<file path="config.mk">
export PLATFORM = sky130hd
export DESIGN_NAME = dmac
export DESIGN_NICKNAME = d
export VERILOG_FILES = /design/src/rtl/dmac_pkg.sv /design/src/rtl/dmac_xfer_regs.sv /design/src/rtl/dmac.sv
export SDC_FILE = /design/constraint.sdc
export NUM_CORES = 1
export LEC_CHECK = 0
export BUFFER_PORTS_ARGS = -buffer_cell sky130_fd_sc_hd__buf_2
export CORE_MARGIN = 3
export CORE_UTILIZATION = 55
export CTS_BUF_LIST = sky130_fd_sc_hd__clkbuf_8
export DETAILED_ROUTE_END_ITERATION = 7
export GPL_TIMING_DRIVEN = 0
export PLACE_DENSITY = 0.89
export SETUP_SLACK_MARGIN = 0.4
export SLEW_MARGIN = 20
export SYNTH_ARGS = -nofsm -noshare
export SYNTH_HDL_FRONTEND = slang
export SYNTH_SLANG_ARGS = --single-unit
</file>
<file path="constraint.sdc">
create_clock -name clk -period 5.25 [get_ports clk]
set_clock_uncertainty 0.2 [all_clocks]
set_input_delay 0.7875 -clock clk [delete_from_list [all_inputs] [get_ports clk]]
set_output_delay 0.7875 -clock clk [all_outputs]
set_load 0.005 [all_outputs]
</file>
<file path="src/rtl/dmac_pkg.sv">
// Shared types and constants for the DMA controller.
package dmac_pkg;

    localparam int unsigned ADDR_W     = 32;
    localparam int unsigned DATA_W     = 32;
    localparam int unsigned CNT_W      = 10;
    localparam int unsigned STATE_W    = 3;
    localparam int unsigned WAIT_W     = 32;
    localparam int unsigned WORD_BYTES = 4;

    typedef enum logic [1:0] {
        DMA_NONE = 2'b00,
        DMA_D2S  = 2'b01,
        DMA_S2D  = 2'b10
    } dma_cmd_t;

    typedef enum logic [STATE_W-1:0] {
        ST_IDLE   = 3'd0,
        ST_D2S_RD = 3'd1,
        ST_D2S_WR = 3'd2,
        ST_S2D_RD = 3'd3,
        ST_S2D_WR = 3'd4,
        ST_DONE   = 3'd5
    } dmac_state_t;

    // Force a byte address onto a word boundary.
    function automatic logic [ADDR_W-1:0] word_align(input logic [ADDR_W-1:0] a);
        return {a[ADDR_W-1:2], 2'b00};
    endfunction

endpackage

</file>
<file path="src/rtl/dmac_xfer_regs.sv">
// Source/destination/count registers for one DMA transfer.
module dmac_xfer_regs
    import dmac_pkg::*;
(
    input  logic              clk,
    input  logic              reset,
    input  logic              load,
    input  logic              step,
    input  logic [ADDR_W-1:0] src_in,
    input  logic [ADDR_W-1:0] dst_in,
    input  logic [CNT_W-1:0]  cnt_in,
    output logic [ADDR_W-1:0] src,
    output logic [ADDR_W-1:0] dst,
    output logic [CNT_W-1:0]  count,
    output logic              last
);

    // Load on command capture, advance one word per completed copy.
    always_ff @(posedge clk) begin
        if (reset) begin
            src   <= '0;
            dst   <= '0;
            count <= '0;
        end else if (load) begin
            src   <= word_align(src_in);
            dst   <= word_align(dst_in);
            count <= cnt_in;
        end else if (step) begin
            src <= src + ADDR_W'(WORD_BYTES);
            dst <= dst + ADDR_W'(WORD_BYTES);
            if (count != '0) begin
                count <= count - CNT_W'(1);
            end
        end
    end

    assign last = (count == CNT_W'(1));

endmodule

</file>
<file path="src/rtl/dmac.sv">
// DMA controller: word-by-word copies between DDR and the data SRAM.
module dmac
    import dmac_pkg::*;
#(
    parameter int unsigned DDR_ACK_TIMEOUT = 0
) (
    input  logic              clk,
    input  logic              reset,
    input  logic [1:0]        dmaCmd,
    input  logic [ADDR_W-1:0] dmaSrcAddress,
    input  logic [ADDR_W-1:0] dmaDstAddress,
    input  logic [CNT_W-1:0]  dmaWidth,
    output logic              stall,
    output logic              sramOwn,
    output logic [ADDR_W-1:0] sramAddress,
    output logic              sramWriteEnable,
    output logic [DATA_W-1:0] sramWriteData,
    input  logic [DATA_W-1:0] sramReadData,
    output logic              ddrReq,
    output logic              ddrWe,
    output logic [ADDR_W-1:0] ddrAddress,
    output logic [DATA_W-1:0] ddrWriteData,
    input  logic [DATA_W-1:0] ddrReadData,
    input  logic              ddrAck,
    output logic              dmaError
);

    localparam logic [STATE_W-1:0] S_IDLE   = STATE_W'(ST_IDLE);
    localparam logic [STATE_W-1:0] S_D2S_RD = STATE_W'(ST_D2S_RD);
    localparam logic [STATE_W-1:0] S_D2S_WR = STATE_W'(ST_D2S_WR);
    localparam logic [STATE_W-1:0] S_S2D_RD = STATE_W'(ST_S2D_RD);
    localparam logic [STATE_W-1:0] S_S2D_WR = STATE_W'(ST_S2D_WR);
    localparam logic [STATE_W-1:0] S_DONE   = STATE_W'(ST_DONE);

    logic [STATE_W-1:0] state, state_nxt_c;
    logic [ADDR_W-1:0]  src, dst;
    logic [CNT_W-1:0]   count;
    logic               last;
    logic [DATA_W-1:0]  word;
    logic [WAIT_W-1:0]  wait_cnt;
    logic               load_c, step_c, latch_ddr_c, latch_sram_c;
    logic               wait_clr_c, timeout_hit_c, timeout_now_c, accept_c;

    dmac_xfer_regs u_regs (
        .clk    (clk),
        .reset  (reset),
        .load   (load_c),
        .step   (step_c),
        .src_in (dmaSrcAddress),
        .dst_in (dmaDstAddress),
        .cnt_in (dmaWidth),
        .src    (src),
        .dst    (dst),
        .count  (count),
        .last   (last)
    );

    assign accept_c      = (dmaCmd == 2'(DMA_D2S)) || (dmaCmd == 2'(DMA_S2D));
    assign timeout_now_c = (WAIT_W'(DDR_ACK_TIMEOUT) != '0) &&
                           (wait_cnt == WAIT_W'(DDR_ACK_TIMEOUT - 1));

    // State register.
    always_ff @(posedge clk) begin
        if (reset) begin
            state <= S_IDLE;
        end else begin
            state <= state_nxt_c;
        end
    end

    // Next-state and port decode; the SRAM and DDR ports are driven only in their owning states.
    always_comb begin
        state_nxt_c     = state;
        stall           = 1'b0;
        sramOwn         = 1'b0;
        sramAddress     = '0;
        sramWriteEnable = 1'b0;
        sramWriteData   = '0;
        ddrReq          = 1'b0;
        ddrWe           = 1'b0;
        ddrAddress      = '0;
        ddrWriteData    = '0;
        load_c          = 1'b0;
        step_c          = 1'b0;
        latch_ddr_c     = 1'b0;
        latch_sram_c    = 1'b0;
        wait_clr_c      = 1'b0;
        timeout_hit_c   = 1'b0;
        case (state)
            S_IDLE: begin
                if (accept_c) begin
                    stall      = 1'b1;
                    load_c     = 1'b1;
                    wait_clr_c = 1'b1;
                    if (dmaWidth == '0) begin
                        state_nxt_c = S_DONE;
                    end else if (dmaCmd == 2'(DMA_D2S)) begin
                        state_nxt_c = S_D2S_RD;
                    end else begin
                        state_nxt_c = S_S2D_RD;
                    end
                end
            end
            S_D2S_RD: begin
                stall      = 1'b1;
                sramOwn    = 1'b1;
                ddrReq     = 1'b1;
                ddrAddress = src;
                if (ddrAck) begin
                    latch_ddr_c = 1'b1;
                    state_nxt_c = S_D2S_WR;
                end else if (timeout_now_c) begin
                    timeout_hit_c = 1'b1;
                    state_nxt_c   = S_DONE;
                end
            end
            S_D2S_WR: begin
                stall           = 1'b1;
                sramOwn         = 1'b1;
                sramWriteEnable = 1'b1;
                sramAddress     = dst;
                sramWriteData   = word;
                step_c          = 1'b1;
                wait_clr_c      = 1'b1;
                state_nxt_c     = last ? S_DONE : S_D2S_RD;
            end
            S_S2D_RD: begin
                stall        = 1'b1;
                sramOwn      = 1'b1;
                sramAddress  = src;
                latch_sram_c = 1'b1;
                wait_clr_c   = 1'b1;
                state_nxt_c  = S_S2D_WR;
            end
            S_S2D_WR: begin
                stall        = 1'b1;
                sramOwn      = 1'b1;
                ddrReq       = 1'b1;
                ddrWe        = 1'b1;
                ddrAddress   = dst;
                ddrWriteData = word;
                if (ddrAck) begin
                    step_c      = 1'b1;
                    state_nxt_c = last ? S_DONE : S_S2D_RD;
                end else if (timeout_now_c) begin
                    timeout_hit_c = 1'b1;
                    state_nxt_c   = S_DONE;
                end
            end
            S_DONE: begin
                state_nxt_c = S_IDLE;
            end
            default: begin
                state_nxt_c = S_IDLE;
            end
        endcase
    end

    // Word in flight between the read side and the write side.
    always_ff @(posedge clk) begin
        if (reset) begin
            word <= '0;
        end else if (latch_ddr_c) begin
            word <= ddrReadData;
        end else if (latch_sram_c) begin
            word <= sramReadData;
        end
    end

    // Cycles spent waiting on the current DDR request.
    always_ff @(posedge clk) begin
        if (reset) begin
            wait_cnt <= '0;
        end else if (wait_clr_c) begin
            wait_cnt <= '0;
        end else if (ddrReq) begin
            wait_cnt <= wait_cnt + WAIT_W'(1);
        end
    end

    // Sticky timeout flag, cleared when a new command is accepted.
    always_ff @(posedge clk) begin
        if (reset) begin
            dmaError <= 1'b0;
        end else if (state == S_IDLE && accept_c) begin
            dmaError <= 1'b0;
        end else if (timeout_hit_c) begin
            dmaError <= 1'b1;
        end
    end

endmodule

</file>
==> results of run 1 <==
-- layout make-up --
cell class	count	area (sq um)	area share (%)
clock buffers	12	165.2	1.913
flip-flops and latches	105	2102	24.35
multi-input cells	725	4388	50.83
well taps	168	210.2	2.435
repair buffers	266	1331	15.42
plain buffers	88	366.6	4.247
clock inverters	3	16.27	0.1884
inverters	14	52.55	0.6088
-- power by group through the flow --
stage	sequential (mW)	combinational, mW	clock, mW
after CTS	1.13	1.07	0.484
after global placement	1.14	1.04	0
after detailed placement	1.14	1.06	0
after floorplan	1.08	0.720	0
after global routing	1.16	1.19	0.515
final	1.14	1.10	0.490
-- stage by stage --
step | utilization, % | cells | worst slack, ns
2_1_floorplan | - | 932 | 2.181
3_3_place_gp | 69.77 | 1366 | 1.563
3_5_place_dp | 69.77 | 1366 | 1.558
4_1_cts | 71.27 | 1381 | 1.294
5_1_grt | 71.27 | 1381 | 1.131
6_report | 71.27 | 1381 | 1.210
-- per-layer routing --
layer | wire (um) | vias to the layer above | GRT usage (%)
met2 | 12530 | 682 | 60.29
li1 | - | 3983 | -
met5 | 0 | - | 0
met3 | 3563 | 127 | 8.746
met4 | 1442 | 0 | 18.75
met1 | 10360 | 4041 | 49.30
-- state kept, by name, indices dropped and copies added (netlist names) --
| register | flops |
|---|---|
| u_regs.src | 30 |
| u_regs.count | 10 |
| word | 32 |
| state | 3 |
| u_regs.dst | 30 |
-- layout by cell type (no fill, tap or decap), drive strengths merged, types with 4 or more instances in the layout --
cell and count:
nor2 97, or4 5, conb 5, nor3 9, nand2 130, a22oi 20
o21ai 27, xor2 14, nand4 31, nor4 13, and2 36, or3 10
nand3 42, a31oi 13, a311oi 36, mux2i 5, clkbuf 78, buf 288
a21oi 28, inv 15, nand2b 4, o211ai 10, or2 14, xnor2 5
a211oi 22, a22o 58, ha 5, o311ai 11, and3 39, dfxtp 105
-- cell families (layout without fill, tap and decap cells) --
group	after synthesis	after routing
XOR/XNOR	19	19
flip-flops	105	105
other	1	5
multiplexers	8	8
buffers and inverters	102	383
AO/OA/AOI/OAI	243	243
adder cells (fa/ha/maj)	5	5
AND/OR/NAND/NOR	445	445
-- final timing paths --
kind	to	cells past startpoint	slack (ns)	start
hold reg to reg	u_regs.count[6]$_SDFFE_PP0P_	2	0.30	u_regs.count[6]$_SDFFE_PP0P_
setup / recovery	sramAddress[7]	8	1.21	state[1]$_SDFFE_PP0P_
setup reg to reg	u_regs.src[29]$_SDFFE_PP0P_	6	2.25	u_regs.src[14]$_SDFFE_PP0P_
hold / removal	u_regs.count[6]$_SDFFE_PP0P_	2	0.30	u_regs.count[6]$_SDFFE_PP0P_
-- worst max-delay path, stage by stage (launching register included) --
cell                       delay [ns]
sky130_fd_sc_hd__dfxtp_1         0.46
sky130_fd_sc_hd__or3b_1          0.36
sky130_fd_sc_hd__buf_2           0.22
sky130_fd_sc_hd__inv_2           0.18
sky130_fd_sc_hd__clkbuf_1        0.57
sky130_fd_sc_hd__clkbuf_1        0.44
sky130_fd_sc_hd__nand2_1         0.09
sky130_fd_sc_hd__o21ai_0         0.16
sky130_fd_sc_hd__buf_2           0.19
==> summary.md, run 1 <==
The starting utilization of the core area is 56.92%, and the overall overflow remaining after global route is 0. The final routed wirelength across all metal layers was 27890 um. The filler cells instantiated in the layout total 1073. The flop and latch count out of synthesis is 105. After synthesis the cells add up to 6894 sq um.

After the last flow step, the layout net total stands at 1357. Subtracting the final worst setup slack from the clock period gives 4.040 ns. In this run the power density over the cells is 317.0 nW/um^2. For this run, design rule violations remaining after detail routing come to 0. Gates resized during post-CTS repair numbered 0. For the top-level port count, the log shows 277. Among all flip-flop cells after synthesis, the most frequent one is sky130_fd_sc_hd__dfxtp_1.

The number of flops mapped to enable cells by yosys is 0, and the detailed-placement wirelength estimate is 20850 um. The tools report the highest attainable clock frequency as 247.5 MHz. Routability-driven placement finished with a final weighted congestion of 1.003. Max-cap violations in this run came to 0. For the pin with the worst max-slew slack, the measured transition is 1.239 ns.

After clock tree synthesis, the clock-pin slew on the worst setup and hold paths is 0.10 ns. Xor/xnor share of the synthesized area: 2.414%. For the overall fraction of global-route tracks in use, the log shows 38.24%. The largest total area in the synthesized netlist belongs to sky130_fd_sc_hd__dfxtp_1. Row count: 40. Detail-routed via count per cell: 6.396. The Yosys step of the flow raised 0 warnings. Of the total synthesized cell area, the portion taken by AND, OR, NAND and NOR gates is 32.16%. The combinational fraction of design power came out at 40.3%. Number of buffers created by CTS: 9. The number of nets still failing antenna checks after routing is 0, and the multiplexer area fraction after synthesis is 1.216%. The area share of the leading cell type in the synthesized netlist was 30.49%.

In this run the post-CTS setup repair buffer count came out at 0. STA classifies the critical path endpoint as an output pin. Of the total power, the share spent switching nets is 42.97%.

Data on the critical path arrives at its endpoint at 3.05 ns. Number of cells produced by synthesis: 928. The minimum hold slack came out at 0.2968 ns. In the post-synthesis netlist, the biggest area contributors are sky130_fd_sc_hd__dfxtp_1 (30%), sky130_fd_sc_hd__a22o_1 (7.4%), sky130_fd_sc_hd__nand2_1 (7.0%).

In this run the tool buffered the top-level ports with 266 buffer cells. For this run, asynchronously set or reset flops after synthesis account for 0%. The first global-routing pass estimated 43360 um of wire. After Yosys synthesis, full adders, half adders and majority gates account for 0.9074% of the synthesized area. The path class of the lowest-slack min-delay path was reg2reg. The number of global-route vias before repair was 8262. At the later pin of the worst-skew pair, clock insertion delay measures 0.37 ns.

The run finished with clean final reports. The repair_antennas step left the layout with diodes totalling 0. The critical path start-end classification was reg2out. The run gives 3 as the number of H-tree branching levels. The placed cell area is 8451 sq um. The violation count after the first detailed-routing iteration is 1460.

For this run, the register share of the synthesized area comes to 30.49%. The clock passes through at most 2 buffers. The tree is rooted in a sky130_fd_sc_hd__clkbuf_8. The clock network fraction of total power is 17.9%. By area, the combinational part of the netlist is dominated by simple AND/OR/NAND/NOR gates.

The run gives 0 as the count of final max-slew check failures. STA puts the critical path data required time at 4.26 ns. Once layout is done, the placed cells without fillers occupy 8632 sq um.

Most frequent cell after synthesis: sky130_fd_sc_hd__nand2_1. For this design, the sink count on the clock tree is 105. Sorting the synthesized cells by how often they occur yields sky130_fd_sc_hd__nand2_1 (129), sky130_fd_sc_hd__dfxtp_1 (105), sky130_fd_sc_hd__nor2_1 (97). The switching power was 1.176 mW. IR analysis of the VDD net gives a maximum drop of 0.1764 mV. Power comes to 2.736 mW.

The share of cells above drive strength 1 works out to 27.12%. Buffers inserted to repair hold after CTS numbered 0. In this run the vertical extent of the chip is 118.0 um.

The die covers 13910 sq um. In this run the worst path has a maximum fanout of 10. Summed over all cells, the static leakage comes to 3.795 nW.

The first TritonRoute pass finished after 6 iterations. The final cycle utilization of the critical path is 76.95%. Headroom to the max-slew limit came out at 16.63%. For the number of vias after detailed routing, the log shows 8833.

Setup repair after global routing left no endpoint under its margin. Entering global routing, the biggest net connects 16 pins. TritonCTS built the clock tree. The final-report setup violation count was 0; the die boundary width was 118.0 um. The sequential share of power came out at 41.8%. In the final routed layout, each cell accounts on average for 20.20 um. The number of failing hold endpoints at the final stage is 0.

The number of distinct library cell variants in the gate-level netlist after synthesis was 63; the setup TNS was 0 ns. The area growth from synthesis to layout is 25.21%. STA classifies the critical path startpoint as a flip-flop. The logs give 0 for the number of antenna violations at the first check in global routing and 12110 sq um for the placeable core region.

A synthesized cell averages 7.429 sq um. The internal power was 1.560 mW; the complex-gate fraction of the synthesized area was 26.68%.
Power figures use the tool's default switching activity.
==> run 2, diff against run 1 <==
--- a/config.mk
+++ b/config.mk
@@ -7,11 +7,11 @@
 export LEC_CHECK = 0
 export BUFFER_PORTS_ARGS = -buffer_cell sky130_fd_sc_hd__buf_2
 export CORE_MARGIN = 3
-export CORE_UTILIZATION = 55
+export CORE_UTILIZATION = 46
 export CTS_BUF_LIST = sky130_fd_sc_hd__clkbuf_8
 export DETAILED_ROUTE_END_ITERATION = 7
 export GPL_TIMING_DRIVEN = 0
-export PLACE_DENSITY = 0.89
+export PLACE_DENSITY = 0.8
 export SETUP_SLACK_MARGIN = 0.4
 export SLEW_MARGIN = 20
 export SYNTH_ARGS = -nofsm -noshare
==> constraint.sdc (replaced) <==
create_clock -name clk -period 3.35 [get_ports clk]
set_clock_uncertainty 0.2 [all_clocks]
set_input_delay 0.5025 -clock clk [delete_from_list [all_inputs] [get_ports clk]]
set_output_delay 0.5025 -clock clk [all_outputs]
set_load 0.005 [all_outputs]
==> run 2 against run 1 <==
Compared with the run above:
- utilization shrank 11 points
- design area up 1.9%
- first-iteration DRC count is 28% lower
==> summary.md, run 2 (synthesis results as in run 1) <==
The run finished with clean final reports. Per report_power, the clock group accounts for 18.6% of the total. The number of vias after detailed routing is 8757, and the detail-routed via count per cell is 6.255.

Final worst-path setup slack: 0.4509 ns. Max-cap violations in this run came to 0. The tools report the peak supply drop as 0.2563 mV.

In this run, the number of DRC markers left after iteration 0 of detailed routing was 1051. The overall die height was 128.4 um. The pin slew with the least headroom to its limit works out to 0.8450 ns. In the routed design, unresolved DRC markers number 0. The area added between synthesis and finish is 27.60%, and the overall fraction of global-route tracks in use is 32.83%. The buffering stage count on the worst path with inverters included works out to 5. The worst register-to-register path has a depth of 6.

Entering global routing, the biggest net connects 18 pins. STA classifies the critical path endpoint as an output pin. The number of stages on the worst hold path was 3. The detail route stage leaves a number of antenna-violating nets equal to 0. Setup violations remaining at the end of the flow were counted as 0. The shortest clock period the worst path allows after layout was 2.899 ns; the highest cell delay on the worst timing path was 0.40 ns. In this run the power spent charging and discharging nets is 1.878 mW. The top cell types in the final layout, fill and taps aside, are sky130_fd_sc_hd__buf_2 (275), sky130_fd_sc_hd__nand2_1 (129), sky130_fd_sc_hd__dfxtp_1 (103). Counting tap cells, the placed design contains a total of 1382 instances. The clock reaches the later pin of the worst-skew pair after 0.40 ns. For the number of iterations in the first detailed-routing pass, the log shows 6. The number of failing hold endpoints at the final stage was 0; the static leakage was 3.890 nW. The register with the most flip-flops in the layout has 32 of them. The path class of the lowest-slack min-delay path was in2reg. Summed over all layers, the global routing overflow is 0. Placeable core region: 14590 sq um. The relative slew slack came out at 43.14%. The worst slack at placement is 0.09723 ns.

The row count is 44. The critical-path cell with the highest stage delay is sky130_fd_sc_hd__dfxtp_4. Registers are responsible for 41.4% of the overall power. Of the total power, combinational logic draws 40.0%.

TritonCTS built the clock tree. The maximum fanout encountered on the critical timing path is 10, and the final routed wirelength across all metal layers is 28740 um. Number of H-tree branching levels: 3. The first global-routing pass estimated 42460 um of wire. In this run the power density over the cells is 493.5 nW/um^2. The worst setup path is launched from a flip-flop. Among cell families on the critical path, the largest total delay comes from buffers and inverters. The count of buffers added on input and output ports is 266. The number of gates on the worst path with buffers counted came out at 8.

The run gives 7971 as the number of global-route vias before repair. In the final layout, the registers with the most flip-flops are word (32), u_regs.dst (30), u_regs.src (30). The initial utilization of the core area, before any placement, comes to 47.26%.

Counting every sink on the clock net gives 105. Of the total power, the share spent switching nets is 43.25%. Detailed placement ended at an HPWL of 21460 um. The signal on the critical path passes through or3b_1 -> buf_4 -> inv_4 -> buf_8 -> clkbuf_8 -> nand2_1 -> o21ai_1 -> buf_2.

The share of cells above drive strength 1 came out at 29.52%. Excluding fillers, the count of instances in the completed layout stands at 1400. The die covers 16490 sq um. Number of buffers created by CTS: 9. The maximum clock path buffer count is 2, and the post-cts hold buffer count is 0. The run gives 0.9956 as the final weighted congestion in routability-driven placement. 277 I/O pins were placed. At the worst endpoint, the arrival time is 2.20 ns. The tools report the clock root buffer master as sky130_fd_sc_hd__clkbuf_8.

Data on the critical path is required at its endpoint by 2.65 ns. Cells fill 60.30% of the core in the end. Derived from the worst setup path, the maximum achievable clock frequency is 344.9 MHz. Setup repair after global routing left no endpoint under its margin. Post-detailed-route wirelength per cell: 20.53 um. Clock-pin slew was measured on the worst setup and hold paths at 0.11 ns. Adding up every negative setup slack in the final design gives 0 ns. The die boundary width is 128.4 um, and the number of antenna violations at the first check in global routing is 1. Leaving out fill and tap cells, the most frequent cell in the layout is sky130_fd_sc_hd__buf_2. The critical path start-end classification is reg2out. The number of nets in the layout is 1359. The final critical path takes up 86.54% of the cycle. word holds more flip-flops than any other register. 0 antenna diodes ended up in the layout. The internal power is 2.464 mW, and the count of final max-slew check failures is 0.
==> run 2: changes by cell type in the layout (fill, tap and decap cells not counted), moves of 2 or more <==
cell / previous run / this run
sky130_fd_sc_hd__buf_4: 5 / 10
sky130_fd_sc_hd__dfxtp_1: 105 / 103
sky130_fd_sc_hd__nor4_1: 12 / 10
sky130_fd_sc_hd__clkinv_4: 0 / 4
sky130_fd_sc_hd__buf_2: 278 / 275
sky130_fd_sc_hd__clkbuf_8: 12 / 14
sky130_fd_sc_hd__nor4_2: 0 / 2
sky130_fd_sc_hd__clkbuf_1: 64 / 46
sky130_fd_sc_hd__o21ai_0: 26 / 24
sky130_fd_sc_hd__clkbuf_4: 0 / 4
sky130_fd_sc_hd__clkbuf_2: 2 / 13
==> run 2: routing by layer <==
metal	global-route usage (%)	share of wire (%)	vias to the layer above
met5	0	0.024	-
met4	16.73	4.3	2
met3	5.729	11	96
met2	51.49	45	610
met1	43.42	39	4055
li1	-	-	3994
==> run 2: repair_timing <==
item                       4_1_cts  5_1_grt
gates resized for setup         35       18
pin swaps                        0        1
buffers inserted                 0        2
setup endpoints to repair       87       89
cloned                           0        0
==> run 2: worst paths after layout <==
path                               from  slack [ns]                     endpoint
setup / recovery  state[1]$_SDFFE_PP0P_        0.45              sramAddress[18]
hold / removal         sramReadData[15]        0.14        word[15]$_SDFFE_PP0P_
setup reg to reg  state[2]$_SDFFE_PP0P_        0.68  u_regs.src[21]$_SDFFE_PP0P_
hold reg to reg    word[1]$_SDFFE_PP0P_        0.30         word[1]$_SDFFE_PP0P_
==> run 2: worst reg2reg max path, cell delays in order, from the launching register on <==
cell	delay, ns
sky130_fd_sc_hd__dfxtp_1	0.35
sky130_fd_sc_hd__buf_2	0.20
sky130_fd_sc_hd__nor4_4	0.63
sky130_fd_sc_hd__clkbuf_1	0.40
sky130_fd_sc_hd__clkbuf_1	0.48
sky130_fd_sc_hd__nand2_1	0.19
sky130_fd_sc_hd__a31oi_1	0.16
==> run 2: power by group through the flow <==
stage / registers [mW] / logic (mW) / clock network (mW)
6_report: 1.80 / 1.74 / 0.807
5_1_grt: 1.82 / 1.90 / 0.832
4_1_cts: 1.77 / 1.69 / 0.799
3_5_place_dp: 1.80 / 1.65 / 0
3_3_place_gp: 1.79 / 1.63 / 0
2_1_floorplan: 1.70 / 1.13 / 0
==> run 2: through the flow <==
step                hold WS [ns]  power, mW  cell area [sq um]
CTS                       0.1422      4.259               8755
global route              0.1590      4.546               8797
detailed placement        0.2783      3.453               8471
global placement          0.2696      3.422               8471
finish                    0.1448      4.341               8797
floorplan                 0.2535      2.827               6909
==> run 2: cell type report <==
class	count	area [sq um]
Clock buffer	11	151.4
Buffer	88	444.2
Timing Repair Buffer	268	1346
Tap cell	184	230.2
Fill cell	1393	5792
Inverter	14	55.05
Sequential cell	105	2107
Multi-Input combinational cell	725	4423
Clock inverter	5	40.04
